## config.mk

```make
export PLATFORM = sky130hd
export DESIGN_NAME = alarm_controller_flat
export DESIGN_NICKNAME = d
export VERILOG_FILES = /design/src/rtl/alarm_controller_pkg.sv /design/src/rtl/alarm_controller_if.sv /design/src/rtl/alarm_controller_time_add.sv /design/src/rtl/alarm_controller.sv /design/src/flat_wrapper.sv
export SDC_FILE = /design/constraint.sdc
export NUM_CORES = 1
export LEC_CHECK = 0
export CAP_MARGIN = 20
export CORE_ASPECT_RATIO = 0.5
export CORE_MARGIN = 1
export CORE_UTILIZATION = 48
export CTS_CLUSTER_SIZE = 30
export DETAILED_ROUTE_END_ITERATION = 10
export GPL_TIMING_DRIVEN = 0
export PLACE_DENSITY = 0.68
export SLEW_MARGIN = 30
export SYNTH_ARGS = -nofsm -noshare
export SYNTH_HDL_FRONTEND = slang
export SYNTH_SLANG_ARGS = --single-unit
export TNS_END_PERCENT = 100
```

## constraint.sdc

```tcl
create_clock -name clk -period 2.5 [get_ports clk]
set_clock_uncertainty 0.1 [all_clocks]
set_input_delay 0.5 -clock clk [delete_from_list [all_inputs] [get_ports clk]]
set_output_delay 0.5 -clock clk [all_outputs]
set_load 0.02 [all_outputs]
```

## src/rtl/alarm_controller_pkg.sv

```systemverilog
// rtl/alarm_controller_pkg.sv - shared time field widths, calendar limits and alarm FSM encoding
package alarm_controller_pkg;

    localparam int HOURS_PER_DAY = 24;
    localparam int MIN_PER_HOUR  = 60;

    localparam int HOUR_W = 5;
    localparam int MIN_W  = 6;
    localparam int SEC_W  = 6;

    localparam logic [1:0] ST_DISARMED = 2'd0;
    localparam logic [1:0] ST_ARMED    = 2'd1;
    localparam logic [1:0] ST_RINGING  = 2'd2;
    localparam logic [1:0] ST_SNOOZED  = 2'd3;

    typedef struct packed {
        logic [HOUR_W-1:0] hh;
        logic [MIN_W-1:0]  mm;
    } hhmm_t;

endpackage

```

## src/rtl/alarm_controller_if.sv

```systemverilog
// rtl/alarm_controller_if.sv - time-of-day inputs, alarm controls and alarm status outputs
interface alarm_controller_if;
    import alarm_controller_pkg::*;

    logic [HOUR_W-1:0] hour;
    logic [MIN_W-1:0]  minute;
    logic [SEC_W-1:0]  second;
    logic              set_en;
    logic [HOUR_W-1:0] set_hour;
    logic [MIN_W-1:0]  set_minute;
    logic              arm;
    logic              snooze;
    logic              dismiss;
    logic [HOUR_W-1:0] alarm_hour;
    logic [MIN_W-1:0]  alarm_minute;
    logic              ringing;
    logic              beep;
    logic [1:0]        snooze_left;

    modport master (
        output hour, minute, second, set_en, set_hour, set_minute, arm, snooze, dismiss,
        input  alarm_hour, alarm_minute, ringing, beep, snooze_left
    );

    modport slave (
        input  hour, minute, second, set_en, set_hour, set_minute, arm, snooze, dismiss,
        output alarm_hour, alarm_minute, ringing, beep, snooze_left
    );

endinterface

```

## src/rtl/alarm_controller_time_add.sv

```systemverilog
// rtl/alarm_controller_time_add.sv - combinational HH:MM + ADD_MIN minutes with hour and day wrap
module time_add_minutes
    import alarm_controller_pkg::*;
#(
    parameter int ADD_MIN = 5
) (
    input  logic [HOUR_W-1:0] hour_in,
    input  logic [MIN_W-1:0]  minute_in,
    output logic [HOUR_W-1:0] hour_out,
    output logic [MIN_W-1:0]  minute_out
);

    logic [MIN_W:0]    m_sum;
    logic [HOUR_W-1:0] h_inc;

    always_comb begin
        m_sum      = {1'b0, minute_in} + (MIN_W+1)'(ADD_MIN);
        h_inc      = hour_in + HOUR_W'(1);
        hour_out   = hour_in;
        minute_out = minute_in;
        if (m_sum >= (MIN_W+1)'(MIN_PER_HOUR)) begin
            minute_out = MIN_W'(m_sum - (MIN_W+1)'(MIN_PER_HOUR));
            hour_out   = (h_inc == HOUR_W'(HOURS_PER_DAY)) ? '0 : h_inc;
        end else begin
            minute_out = MIN_W'(m_sum);
        end
    end

endmodule

```

## src/rtl/alarm_controller.sv

```systemverilog
// rtl/alarm_controller.sv - alarm FSM with stable time sampling, snooze retargeting, ring timeout and beep
module alarm_controller
    import alarm_controller_pkg::*;
#(
    parameter int RING_CYCLES = 600,
    parameter int BEEP_HALF   = 50,
    parameter int SNOOZE_MIN  = 5,
    parameter int MAX_SNOOZE  = 3
) (
    input  logic             clk,
    input  logic             reset,
    alarm_controller_if.slave bus
);

    localparam int RT_W = (RING_CYCLES > 1) ? $clog2(RING_CYCLES) : 1;
    localparam int BC_W = (BEEP_HALF > 1) ? $clog2(BEEP_HALF) : 1;

    logic [HOUR_W-1:0] s1_h, s2_h, st_h, snz_h_calc;
    logic [MIN_W-1:0]  s1_m, s2_m, st_m, snz_m_calc;
    logic [SEC_W-1:0]  s1_s, s2_s, st_s;
    hhmm_t             alarm_t, snz_t, target;
    logic [1:0]        state, state_nxt, snooze_left, left_nxt;
    logic              match, match_q, fire, snz_load, ring_start, set_valid, ringing;
    logic [RT_W-1:0]   ring_timer;
    logic [BC_W-1:0]   beep_cnt;
    logic              beep_lvl;

    time_add_minutes #(.ADD_MIN(SNOOZE_MIN)) u_snooze_add (
        .hour_in    (st_h),
        .minute_in  (st_m),
        .hour_out   (snz_h_calc),
        .minute_out (snz_m_calc)
    );

    // Ripple-clocked time is trusted only once two back-to-back samples agree.
    always_ff @(posedge clk or negedge reset) begin
        if (!reset) begin
            s1_h <= '0; s1_m <= '0; s1_s <= '0;
            s2_h <= '0; s2_m <= '0; s2_s <= '0;
            st_h <= '0; st_m <= '0; st_s <= '0;
            match_q <= 1'b0;
        end else begin
            s1_h <= bus.hour; s1_m <= bus.minute; s1_s <= bus.second;
            s2_h <= s1_h;     s2_m <= s1_m;       s2_s <= s1_s;
            if ({s1_h, s1_m, s1_s} == {s2_h, s2_m, s2_s}) begin
                st_h <= s1_h; st_m <= s1_m; st_s <= s1_s;
            end
            match_q <= match;
        end
    end

    assign target    = (state == ST_SNOOZED) ? snz_t : alarm_t;
    assign match     = (st_h == target.hh) && (st_m == target.mm) && (st_s == '0);
    assign fire      = match & ~match_q;
    assign set_valid = bus.set_en && (bus.set_hour < HOUR_W'(HOURS_PER_DAY))
                                  && (bus.set_minute < MIN_W'(MIN_PER_HOUR));

    always_comb begin
        state_nxt  = state;
        left_nxt   = snooze_left;
        snz_load   = 1'b0;
        ring_start = 1'b0;
        if (!bus.arm) begin
            state_nxt = ST_DISARMED;
            left_nxt  = 2'(MAX_SNOOZE);
        end else begin
            case (state)
                ST_DISARMED: state_nxt = ST_ARMED;
                ST_ARMED: begin
                    if (fire) begin
                        state_nxt  = ST_RINGING;
                        ring_start = 1'b1;
                    end
                end
                ST_RINGING: begin
                    // An exhausted snooze budget turns the snooze button into dismiss.
                    if (bus.dismiss || (bus.snooze && snooze_left == 2'd0)) begin
                        state_nxt = ST_ARMED;
                        left_nxt  = 2'(MAX_SNOOZE);
                    end else if (bus.snooze) begin
                        state_nxt = ST_SNOOZED;
                        left_nxt  = snooze_left - 2'd1;
                        snz_load  = 1'b1;
                    end else if (ring_timer == RT_W'(RING_CYCLES - 1)) begin
                        state_nxt = ST_ARMED;
                        left_nxt  = 2'(MAX_SNOOZE);
                    end
                end
                ST_SNOOZED: begin
                    if (bus.dismiss) begin
                        state_nxt = ST_ARMED;
                        left_nxt  = 2'(MAX_SNOOZE);
                    end else if (fire) begin
                        state_nxt  = ST_RINGING;
                        ring_start = 1'b1;
                    end
                end
                default: state_nxt = ST_DISARMED;
            endcase
        end
    end

    always_ff @(posedge clk or negedge reset) begin
        if (!reset) begin
            state       <= ST_DISARMED;
            snooze_left <= 2'(MAX_SNOOZE);
            alarm_t     <= '0;
            snz_t       <= '0;
        end else begin
            state       <= state_nxt;
            snooze_left <= left_nxt;
            if (snz_load)
                snz_t <= {snz_h_calc, snz_m_calc};
            if (set_valid)
                alarm_t <= {bus.set_hour, bus.set_minute};
        end
    end

    always_ff @(posedge clk or negedge reset) begin
        if (!reset) begin
            ring_timer <= '0;
            beep_cnt   <= '0;
            beep_lvl   <= 1'b0;
        end else if (ring_start) begin
            ring_timer <= '0;
            beep_cnt   <= '0;
            beep_lvl   <= 1'b1;
        end else if (state == ST_RINGING) begin
            ring_timer <= ring_timer + RT_W'(1);
            if (beep_cnt == BC_W'(BEEP_HALF - 1)) begin
                beep_cnt <= '0;
                beep_lvl <= ~beep_lvl;
            end else begin
                beep_cnt <= beep_cnt + BC_W'(1);
            end
        end
    end

    assign ringing          = (state == ST_RINGING);
    assign bus.ringing      = ringing;
    assign bus.beep         = ringing & beep_lvl;
    assign bus.alarm_hour   = alarm_t.hh;
    assign bus.alarm_minute = alarm_t.mm;
    assign bus.snooze_left  = snooze_left;

endmodule

```

## src/flat_wrapper.sv

```systemverilog
// flat-port wrapper written by rule: the top's interface ports become plain ports
module alarm_controller_flat import alarm_controller_pkg::*;
#(
    parameter int RING_CYCLES = 600,
    parameter int BEEP_HALF   = 50,
    parameter int SNOOZE_MIN  = 5,
    parameter int MAX_SNOOZE  = 3
)
  (clk, reset, bus_hour, bus_minute, bus_second, bus_set_en, bus_set_hour, bus_set_minute, bus_arm, bus_snooze, bus_dismiss, bus_alarm_hour, bus_alarm_minute, bus_ringing, bus_beep, bus_snooze_left);
  alarm_controller_if bus_i ();
  input  logic clk;
  input  logic reset;
  input wire logic [$bits(bus_i.hour)-1:0] bus_hour;
  input wire logic [$bits(bus_i.minute)-1:0] bus_minute;
  input wire logic [$bits(bus_i.second)-1:0] bus_second;
  input wire logic [$bits(bus_i.set_en)-1:0] bus_set_en;
  input wire logic [$bits(bus_i.set_hour)-1:0] bus_set_hour;
  input wire logic [$bits(bus_i.set_minute)-1:0] bus_set_minute;
  input wire logic [$bits(bus_i.arm)-1:0] bus_arm;
  input wire logic [$bits(bus_i.snooze)-1:0] bus_snooze;
  input wire logic [$bits(bus_i.dismiss)-1:0] bus_dismiss;
  output wire logic [$bits(bus_i.alarm_hour)-1:0] bus_alarm_hour;
  output wire logic [$bits(bus_i.alarm_minute)-1:0] bus_alarm_minute;
  output wire logic [$bits(bus_i.ringing)-1:0] bus_ringing;
  output wire logic [$bits(bus_i.beep)-1:0] bus_beep;
  output wire logic [$bits(bus_i.snooze_left)-1:0] bus_snooze_left;
  assign bus_i.hour = bus_hour;
  assign bus_i.minute = bus_minute;
  assign bus_i.second = bus_second;
  assign bus_i.set_en = bus_set_en;
  assign bus_i.set_hour = bus_set_hour;
  assign bus_i.set_minute = bus_set_minute;
  assign bus_i.arm = bus_arm;
  assign bus_i.snooze = bus_snooze;
  assign bus_i.dismiss = bus_dismiss;
  assign bus_alarm_hour = bus_i.alarm_hour;
  assign bus_alarm_minute = bus_i.alarm_minute;
  assign bus_ringing = bus_i.ringing;
  assign bus_beep = bus_i.beep;
  assign bus_snooze_left = bus_i.snooze_left;
  alarm_controller #(.RING_CYCLES(RING_CYCLES), .BEEP_HALF(BEEP_HALF), .SNOOZE_MIN(SNOOZE_MIN), .MAX_SNOOZE(MAX_SNOOZE)) u_core (.clk(clk), .reset(reset), .bus(bus_i));
endmodule
```

# Word-level counts from Yosys, hierarchy flattened
# Index checks and enable logic that the tools add are counted.
# W data, S select, Z words.
[word_totals]
regBits = 95
input_bits = 34
elab_cells = 90
[classes]
add_sub_neg = 6
magnitude_cmp = 3
n_eq_ne = 12
muxes = 33
bitwise = 4
reduce_logical = 13
[ops]
columns = ["operator", "count"]
rows = [
  ["$mux W6", 4],
  ["$mux W2", 11],
  ["$mux W10", 2],
  ["$eq A17 B17 Y1", 1],
  ["$mux W11", 1],
  ["$add A10 B1 Y10 const B", 1],
  ["$eq A10 B10 Y1 const B", 1],
  ["$mux W1", 10],
  ["$mux W5", 2],
  ["$pmux W2 S4", 1],
  ["$add A6 B3 Y7 const B", 1],
  ["$ge A7 B6 Y1 const B", 1],
  ["$add A6 B1 Y6 const B", 1],
  ["$eq A6 B6 Y1", 1],
  ["$eq A6 B6 Y1 const B", 1],
  ["$logic_not A6 Y1", 1],
  ["$lt A6 B6 Y1 const B", 1],
  ["$sub A6 B6 Y6 const B", 1],
  ["$add A5 B1 Y5 const B", 1],
  ["$eq A5 B5 Y1", 1],
  ["$eq A5 B5 Y1 const B", 1],
  ["$logic_and A1 B1 Y1", 5],
  ["$lt A5 B5 Y1 const B", 1],
  ["$ne A5 B5 Y1 const B", 1],
  ["other kinds (14)", 19],
]

# Longest topological paths before layout
# Gate-level depths: netlist of the first run.
[depth]
ltp_word = 12
ltp_mapped = 9
depth_no_buf = 8

# Cells and area by module
# Synthesis of the first run repeated with hierarchy kept, for this count alone.
[hier_totals]
cells_unflattened = 360
area_unflattened_um2 = 4444.3
[modules_own_cells]
columns = ["mod", "instances", "cells_each", "area_per_inst_um2", "seq_area_each_um2"]
rows = [
  ["alarm_controller", 1, 302, 3942.5, 2379.8],
  ["time_add_minutes", 1, 58, 501.7, 0.0],
]

# Worst setup path after synthesis of the first run
# OpenSTA, ideal clock, no wires.
[synth_path]
path_type = "reg-to-reg"
from = "reg u_core.st_m[0]"
to = "reg u_core.snz_t[9] (netlist name)"
setup_time_ps = 126
t_arrival_ps = 1931
required_time_ps = 2274
path_slack_ps = 343
path_stages_with_launch = 9
path_cell_list = "dfrtp_1 > ha_1 > xnor2_1 > ha_1 > nand2_1 > a311o_1 > nand2_1 > o22ai_1 > a221o_1"
[synth_via]
elab_chain_len = 3
[synth_rtl]
columns = ["element", "line_no", "rtl"]
rows = [
  ["start: declaration", "alarm_controller.sv:19", "logic [MIN_W-1:0] s1_m, s2_m, st_m, snz_m_calc;"],
  ["start signal: assignment", "alarm_controller.sv:46", "st_h <= s1_h; st_m <= s1_m; st_s <= s1_s;"],
  ["$add A6 B3 Y7", "alarm_controller_time_add.sv:17", "m_sum = {1'b0, minute_in} + (MIN_W+1)'(ADD_MIN);"],
  ["$ge A7 B6 Y1", "alarm_controller_time_add.sv:21", "if (m_sum >= (MIN_W+1)'(MIN_PER_HOUR)) begin"],
  ["$mux W5", "alarm_controller_time_add.sv:21", ""],
  ["end signal: assignment", "alarm_controller.sv:113", "snz_t <= {snz_h_calc, snz_m_calc};"],
  ["end: declaration", "alarm_controller.sv:21", "hhmm_t alarm_t, snz_t, target;"],
]
# Every way passes these cells.
# A chain may end at the register's enable or synchronous reset.

# Final worst setup path of the first run
[layout_path]
from = "reg u_core.state[0]"
to = "out bus_beep"
[layout_via]
elab_chain_len = 2
[layout_rtl]
columns = ["element", "line_no", "rtl"]
rows = [
  ["start: declaration", "alarm_controller.sv:22", "logic [1:0] state, state_nxt, snooze_left, left_nxt;"],
  ["start signal: assignment", "alarm_controller.sv:110", "state <= state_nxt;"],
  ["$eq A2 B2 Y1", "alarm_controller.sv:139", "assign ringing = (state == ST_RINGING);"],
  ["$and A1 B1 Y1", "alarm_controller.sv:141", "assign bus.beep = ringing & beep_lvl;"],
  ["end: declaration", "flat_wrapper.sv:25", "output wire logic [$bits(bus_i.beep)-1:0] bus_beep;"],
]
# Every way passes these cells.

==> results.ini, run 1 <==
[critical_path]
largest_fanout_on_the_critical_path = 10
worstSetupStartpointType = flop
critical_path_data_arrival_time_ns = 1.75
cpLargestDelayFamily = buffers and inverters
reg2reg_depth = 9
worst_ep_required_time_ns = 1.90
worst_path_largest_cell_delay_ns = 0.42
critical-path-slowest-cell = sky130_fd_sc_hd__dfrtp_1
timing_worst_setup_path_type = reg -> out
cp.buffers_inverters = 4
worst_setup_path_end_kind = output port
cp_num_cells = 6
path_cells = nand2b_1, buf_2, inv_2, buf_4, and2_1, clkdlybuf4s15_2

[synthesis]
yosys.area.top_type_share_pct = 53.2
synth-edff-count = 0
synth_cells = 387
synth_cell_type_count = 50
synth_top_cells_by_area = sky130_fd_sc_hd__dfrtp_1 (53%), sky130_fd_sc_hd__mux2_2 (7.0%), sky130_fd_sc_hd__xnor2_1 (5.8%)
yosysSeqAreaShare_pct = 54.4
synth_register_bits = 95
synth_async_sr_flop_share_pct = 100
netlist.top_cell.by_area = sky130_fd_sc_hd__dfrtp_1
syn_avg_cell_area_um2 = 11.3
synth_fp_nets = 430
ys.warnings.count = 0
synth_ff_type = sky130_fd_sc_hd__dfrtp_1
post_synth_instance_area_mm2 = 0.00437

[cts]
tritoncts.num_buffers = 9
clock-sinks = 95
clock_tree.buffer_depth = 2
htreeDepth = 3
worst_skew_pair.late_latency_ns = 0.35
cts_tree = yes
cts_root_buffer = sky130_fd_sc_hd__clkbuf_16
cts.reportedPaths.clkPinSlew_ns = 0.08

[global_route]
grt_overflow = 0
track_usage_pct = 20.3
grt_antenna_before_repair = 0
grt_start_max_net_pins = 73
first_global_vias = 3140
wire_length_of_the_first_global_routing_pass_um = 14800

[cells_and_area]
antenna_diode_instance_count = 0
drive_above_1_share_pct = 15.4
final_common_cell = sky130_fd_sc_hd__dfrtp_1
finalInstanceArea_mm2 = 0.00541
filler_cell_count = 724
syn2layout_area_growth_pct = 23.8
mostFrequentLayoutCells = sky130_fd_sc_hd__dfrtp_1 (92), sky130_fd_sc_hd__clkdlybuf4s50_1 (45), sky130_fd_sc_hd__nor2_1 (33), sky130_fd_sc_hd__xnor2_1 (28), sky130_fd_sc_hd__nand2_1 (28)
nets = 493
stdcell_count = 572

[sta]
fmax_mhz = 425
final.period_utilization_pct = 94.2
timing.slew.headroom_pct = 64.2
tightest_pin_transition_ns = 0.537
rsz0062_at_grt = false
slew_violations = 0
timing.final.ws_setup_ns = 0.145
finalSetupViolCount = 0
fin_crit_ns = 2.35
final_hold_viol_count = 0
finalHoldWorstSlack_ns = 0.318

[min_path]
hold_class = reg -> reg
hold_depth = 0

[power_and_ir_drop]
leakagePower_nw = 2.35
pwr_density_cell_mw_per_mm2 = 645
peakVddDrop_v = 0.000332

[die]
die_height_um = 69.5
rows = 24
placeableCoreArea_mm2 = 0.00877
boundaryPins = 49
floorplan.initialDensity_pct = 49.9
die_area_mm2 = 0.00952
die_w_um = 137

[placement]
postPlaceCellArea_mm2 = 0.00503
dp_cells = 553
place_congestion = 0.868
io_buffers = 48
post-dp-hpwl_um = 6200
dp_worst_setup_slack_ns = -0.126

[job]
maxCapViolations = 0

[route]
detail-route-antenna-nets = 0
detailroute.via_count = 3081
initial_drc_count = 115
wirelength_per_cell_um = 14.8
detailedRoute.firstPassIterationCount = 4
drc = 0
routed_wl_um = 8490
vias_per_cell = 5.39

[run_status]
status = completed

## cell families (layout without fill, tap and decap cells)
| logic type | Yosys count | after routing | synth area share [%] |
|---|---|---|---|
| AND/OR/NAND/NOR | 120 | 120 | 14.1 |
| adder cells (fa/ha/maj) | 9 | 9 | 2.58 |
| AO/OA/AOI/OAI | 56 | 56 | 8.70 |
| multiplexers | 31 | 31 | 7.87 |
| flip-flops | 95 | 95 | 54.4 |
| buffers and inverters | 29 | 97 | 2.95 |
| XOR/XNOR | 47 | 47 | 9.42 |
## state kept, by name (all words and copies together), names as in the netlist
name	flops
u_core.s1_h	5
u_core.s2_m	6
u_core.s1_s	6
u_core.snz_t	11
u_core.st_h	5
u_core.bus.alarm_minute	6
u_core.state	2
u_core.s2_s	6
u_core.beep_cnt	6
u_core.beep_lvl	1
u_core.st_m	6
u_core.match_q	1
u_core.st_s	6
u_core.s1_m	6
u_core.s2_h	5
u_core.bus.snooze_left	2
u_core.bus.alarm_hour	5
u_core.ring_timer	10
## report_power, final
part	switching [mW]	internal (mW)	total, mW	leakage, nW
Combinational	0.147	0.179	0.326	1.02
Clock	0.664	0.816	1.48	0.162
Sequential	0.0727	1.61	1.68	1.17
## final cells by class
cell class | count | area [um^2] | share of cell area [%]
clock inverter | 7 | 113 | 2.08
clock buffer | 9 | 225 | 4.16
sequential | 95 | 2380 | 44.0
multi-input combinational | 263 | 1880 | 34.7
timing repair buffer | 52 | 534 | 9.87
buffer | 14 | 77.6 | 1.43
tap | 117 | 146 | 2.70
inverter | 15 | 56.3 | 1.04
## path summary, 6_finish.rpt
| check | from | to | slack [ns] |
|---|---|---|---|
| setup / recovery | u_core.state[0] | bus_beep | 0.15 |
| hold / removal | u_core.s1_s[4] | u_core.s2_s[4] | 0.32 |
| setup reg to reg | u_core.st_m[1] | u_core.snz_t[9] | 0.15 |
| hold reg to reg | u_core.s1_s[4] | u_core.s2_s[4] | 0.32 |
| max in group asynchronous | reset | u_core.st_m[0] | 1.20 |
| min in group asynchronous | reset | u_core.ring_timer[9] | 0.47 |
## what timing repair did
| item | CTS | global route |
|---|---|---|
| buffers inserted | 2 | 0 |
| endpoints found under the hold margin | 21 | 0 |
| hold buffers | 1 | 0 |
| resized for setup | 7 | 8 |
| setup endpoints to repair | 13 | 9 |
| pin swaps | 1 | 0 |
## synth_stat cells, types with 2 or more instances
master                      n
sky130_fd_sc_hd__nand3b_1   3
sky130_fd_sc_hd__nor2b_1    2
sky130_fd_sc_hd__o211ai_1   4
sky130_fd_sc_hd__and2_1     4
sky130_fd_sc_hd__ha_1       9
sky130_fd_sc_hd__a311oi_1   2
sky130_fd_sc_hd__inv_1     15
sky130_fd_sc_hd__nand2_1   28
sky130_fd_sc_hd__nor2_1    33
sky130_fd_sc_hd__nor4_1     3
sky130_fd_sc_hd__a221o_1    2
sky130_fd_sc_hd__a221oi_1   2
sky130_fd_sc_hd__dfstp_2    2
sky130_fd_sc_hd__nand4_1    8
sky130_fd_sc_hd__and3_1     2
sky130_fd_sc_hd__or4_1      2
sky130_fd_sc_hd__xor2_1    18
sky130_fd_sc_hd__buf_2      4
sky130_fd_sc_hd__mux2i_1    4
sky130_fd_sc_hd__xnor2_1   29
sky130_fd_sc_hd__o221ai_1   2
sky130_fd_sc_hd__dfrtp_1   93
sky130_fd_sc_hd__o21ai_0   13
sky130_fd_sc_hd__or2_2      2
sky130_fd_sc_hd__nand2b_1   7
sky130_fd_sc_hd__clkbuf_1   8
sky130_fd_sc_hd__a21oi_1   14
sky130_fd_sc_hd__mux2_2    27
sky130_fd_sc_hd__o22ai_1    3
sky130_fd_sc_hd__o31ai_1    3
sky130_fd_sc_hd__buf_6      2
sky130_fd_sc_hd__nand3_1   12
sky130_fd_sc_hd__nor3_1     8
## stage by stage
stage	setup TNS (ns)	power (mW)	util (%)
finish	0	3.49	61.7
global route	0	3.66	61.7
CTS	0	3.54	61.5
detailed placement	-0.418	2.05	57.3
global placement	-237.30	2.03	57.0
floorplan	0	1.86	-
## layer usage
metal  wire length, um  up-vias  global-route usage, %
met1              3830     1532                   26.3
met4               176        0                   7.57
met2              4170       55                   32.3
met5                 0        -                      0
met3               318       19                   5.85
li1                  -     1475                      -
No activity file was read; power rests on OpenSTA's default activity.
==> inputs of run 2 (changes only) <==
--- a/config.mk
+++ b/config.mk
@@ -8,5 +8,5 @@
 export CAP_MARGIN = 20
 export CORE_ASPECT_RATIO = 0.5
-export CORE_MARGIN = 1
+export CORE_MARGIN = 3
 export CORE_UTILIZATION = 48
 export CTS_CLUSTER_SIZE = 30
@@ -14,5 +14,4 @@
 export GPL_TIMING_DRIVEN = 0
 export PLACE_DENSITY = 0.68
-export SLEW_MARGIN = 30
 export SYNTH_ARGS = -nofsm -noshare
 export SYNTH_HDL_FRONTEND = slang
==> constraint.sdc (replaced) <==
create_clock -name clk -period 2.5 [get_ports clk]
set_clock_uncertainty 0.1 [all_clocks]
set_input_delay 0.5 -clock clk [delete_from_list [all_inputs] [get_ports clk]]
set_output_delay 0.5 -clock clk [all_outputs]
set_load 0.005 [all_outputs]
==> run 2 against run 1 <==
Against the previous run:
- power is 0.72% lower
- critical endpoint is now u_core.snz_t[9]
- flip-flop and latch count is the same
- final cell count is 0.70% lower
- non-clock buffer count up 1
- sequential share of layout area fell by 0.18 points
- critical path type is now reg -> reg
- first-iteration DRC count is 12% higher
- wire length rose by 5.9%
==> results.ini, run 2 (same netlist as run 1, synthesis figures left out) <==
[cells_and_area]
largest_register = u_core.snz_t
drive_above_1_share_pct = 16.0
syn2layout_area_growth_pct = 24.4
antenna_diode_instance_count = 0
nets = 494
final_common_cell = sky130_fd_sc_hd__dfrtp_1
biggestRegsByFlops = u_core.snz_t (11), u_core.ring_timer (10)
multi_input_area_mm2 = 0.00189
finalInstanceArea_mm2 = 0.00544
largest_register_ffs = 11
regArea_mm2 = 0.00238
mostFrequentLayoutCells = sky130_fd_sc_hd__dfrtp_1 (91), sky130_fd_sc_hd__clkdlybuf4s50_1 (46), sky130_fd_sc_hd__nor2_1 (33), sky130_fd_sc_hd__xnor2_1 (28), sky130_fd_sc_hd__nand2_1 (28)
filler_cell_count = 648

[placement]
place_congestion = 0.883
post-dp-hpwl_um = 6540
dp_worst_setup_slack_ns = -0.0966
postPlaceCellArea_mm2 = 0.00501
io_buffers = 48

[critical_path]
reg2reg_slack_ns = 0.13
worst_ep_required_time_ns = 2.63
crit_path_capture = u_core.snz_t[9]
timing_worst_setup_path_type = reg -> reg
worstSetupStartpointType = flop
critical_path_data_arrival_time_ns = 2.50
worst_setup_path_startpoint = u_core.st_m[0]
worst_setup_path_end_kind = flop
largest_fanout_on_the_critical_path = 10
r2r_end = u_core.snz_t[9]
reg2reg_depth = 8
timing.rr.start = u_core.st_m[0]

[job]
maxCapViolations = 0

[die]
boundaryPins = 49
rows = 23
floorplan.initialDensity_pct = 52.0
die_height_um = 73.5
placeableCoreArea_mm2 = 0.00840
die_area_mm2 = 0.0104
die_w_um = 141

[sta]
slew_violations = 0
tightest_pin_transition_ns = 0.695
final_setup_tns_ns = 0
final.period_utilization_pct = 94.7
final_hold_viol_count = 0
fin_crit_ns = 2.37
rsz0062_at_grt = false
timing.slew.headroom_pct = 53.7
finalSetupViolCount = 0
fmax_mhz = 422
timing.final.ws_setup_ns = 0.132

[power_and_ir_drop]
leakagePower_nw = 2.37
peakVddDrop_v = 0.000430
pwr_density_cell_mw_per_mm2 = 637

[route]
routed_wl_um = 8990
detail-route-antenna-nets = 0
drc = 0
detailedRoute.firstPassIterationCount = 4
vias_per_cell = 5.45
detailroute.via_count = 3095
wirelength_per_cell_um = 15.8
initial_drc_count = 129

[global_route]
grt_antenna_before_repair = 0
grt_start_max_net_pins = 53
grt-busiest-layer = met2
wire_length_of_the_first_global_routing_pass_um = 14900
first_global_vias = 3116
grt.met1_usage_pct = 23.1
grt_util_met2_pct = 31.8
track_usage_pct = 18.3
use_met3_pct = 4.81
grt_overflow = 0

[cts]
post_cts_hold_buffer_count = 0
tritoncts.num_buffers = 9
cts_root_buffer = sky130_fd_sc_hd__clkbuf_16
clock_tree.buffer_depth = 2
htreeDepth = 3
worst_skew_pair.late_latency_ns = 0.35
cts.reportedPaths.clkPinSlew_ns = 0.07
cts_tree = yes
clock-sinks = 95

[run_status]
status = completed

[min_path]
hold_class = in -> async

==> run 2: worst min path at each step <==
stage | start | end | cells past startpoint
global placement | u_core.s1_m[0] | u_core.s2_m[0] | 0
global route | reset | u_core.ring_timer[4] | 1
finish | reset | u_core.ring_timer[4] | 1
floorplan | reset | u_core.beep_cnt[0] | 0
CTS | reset | u_core.beep_lvl | 1
detailed placement | u_core.s1_m[0] | u_core.s2_m[0] | 0
==> run 2: critical path: stages, from the launching register on <==
cell	delay, ns
sky130_fd_sc_hd__dfrtp_2	0.49
sky130_fd_sc_hd__ha_1	0.29
sky130_fd_sc_hd__o21ai_0	0.21
sky130_fd_sc_hd__xnor2_1	0.15
sky130_fd_sc_hd__buf_4	0.16
sky130_fd_sc_hd__a311o_1	0.29
sky130_fd_sc_hd__nand2_1	0.16
sky130_fd_sc_hd__o22ai_1	0.10
sky130_fd_sc_hd__a221o_1	0.30
==> run 2: area by class of cell <==
type,count,area share (%)
buffer,14,1.86
tap,112,2.58
multi-input combinational,263,34.7
sequential,95,43.8
clock inverter,7,2.02
clock buffer,9,4.14
inverter,15,1.13
timing repair buffer,53,9.75
==> run 2: through the flow <==
stage               instances  total power, mW  hold WS, ns  utilization [%]
floorplan                 387             1.83        0.104                -
global placement          547             2.00        0.301             59.4
detailed placement        548             2.02        0.304             59.6
CTS                       565             3.50        0.116             64.1
global route              568             3.61        0.143             64.7
finish                    568             3.47       0.0901             64.7
==> run 2: where the power goes <==
part | internal [mW] | switching [mW]
logic | 0.179 | 0.123
clock network | 0.819 | 0.661
registers | 1.61 | 0.0726
==> run 2: layer usage <==
layer | vias up | wire length (um) | part of all wire (%)
li1 | 1483 | - | -
met1 | 1546 | 4090 | 45
met2 | 58 | 4480 | 50
met3 | 8 | 368 | 4.1
met4 | 0 | 58 | 0.65
met5 | - | 0 | 0
==> run 2: repair_timing <==
action,CTS,global route
pin swaps,1,1
resized for setup,10,9
setup buffers,1,3
endpoints found under the setup margin,13,7
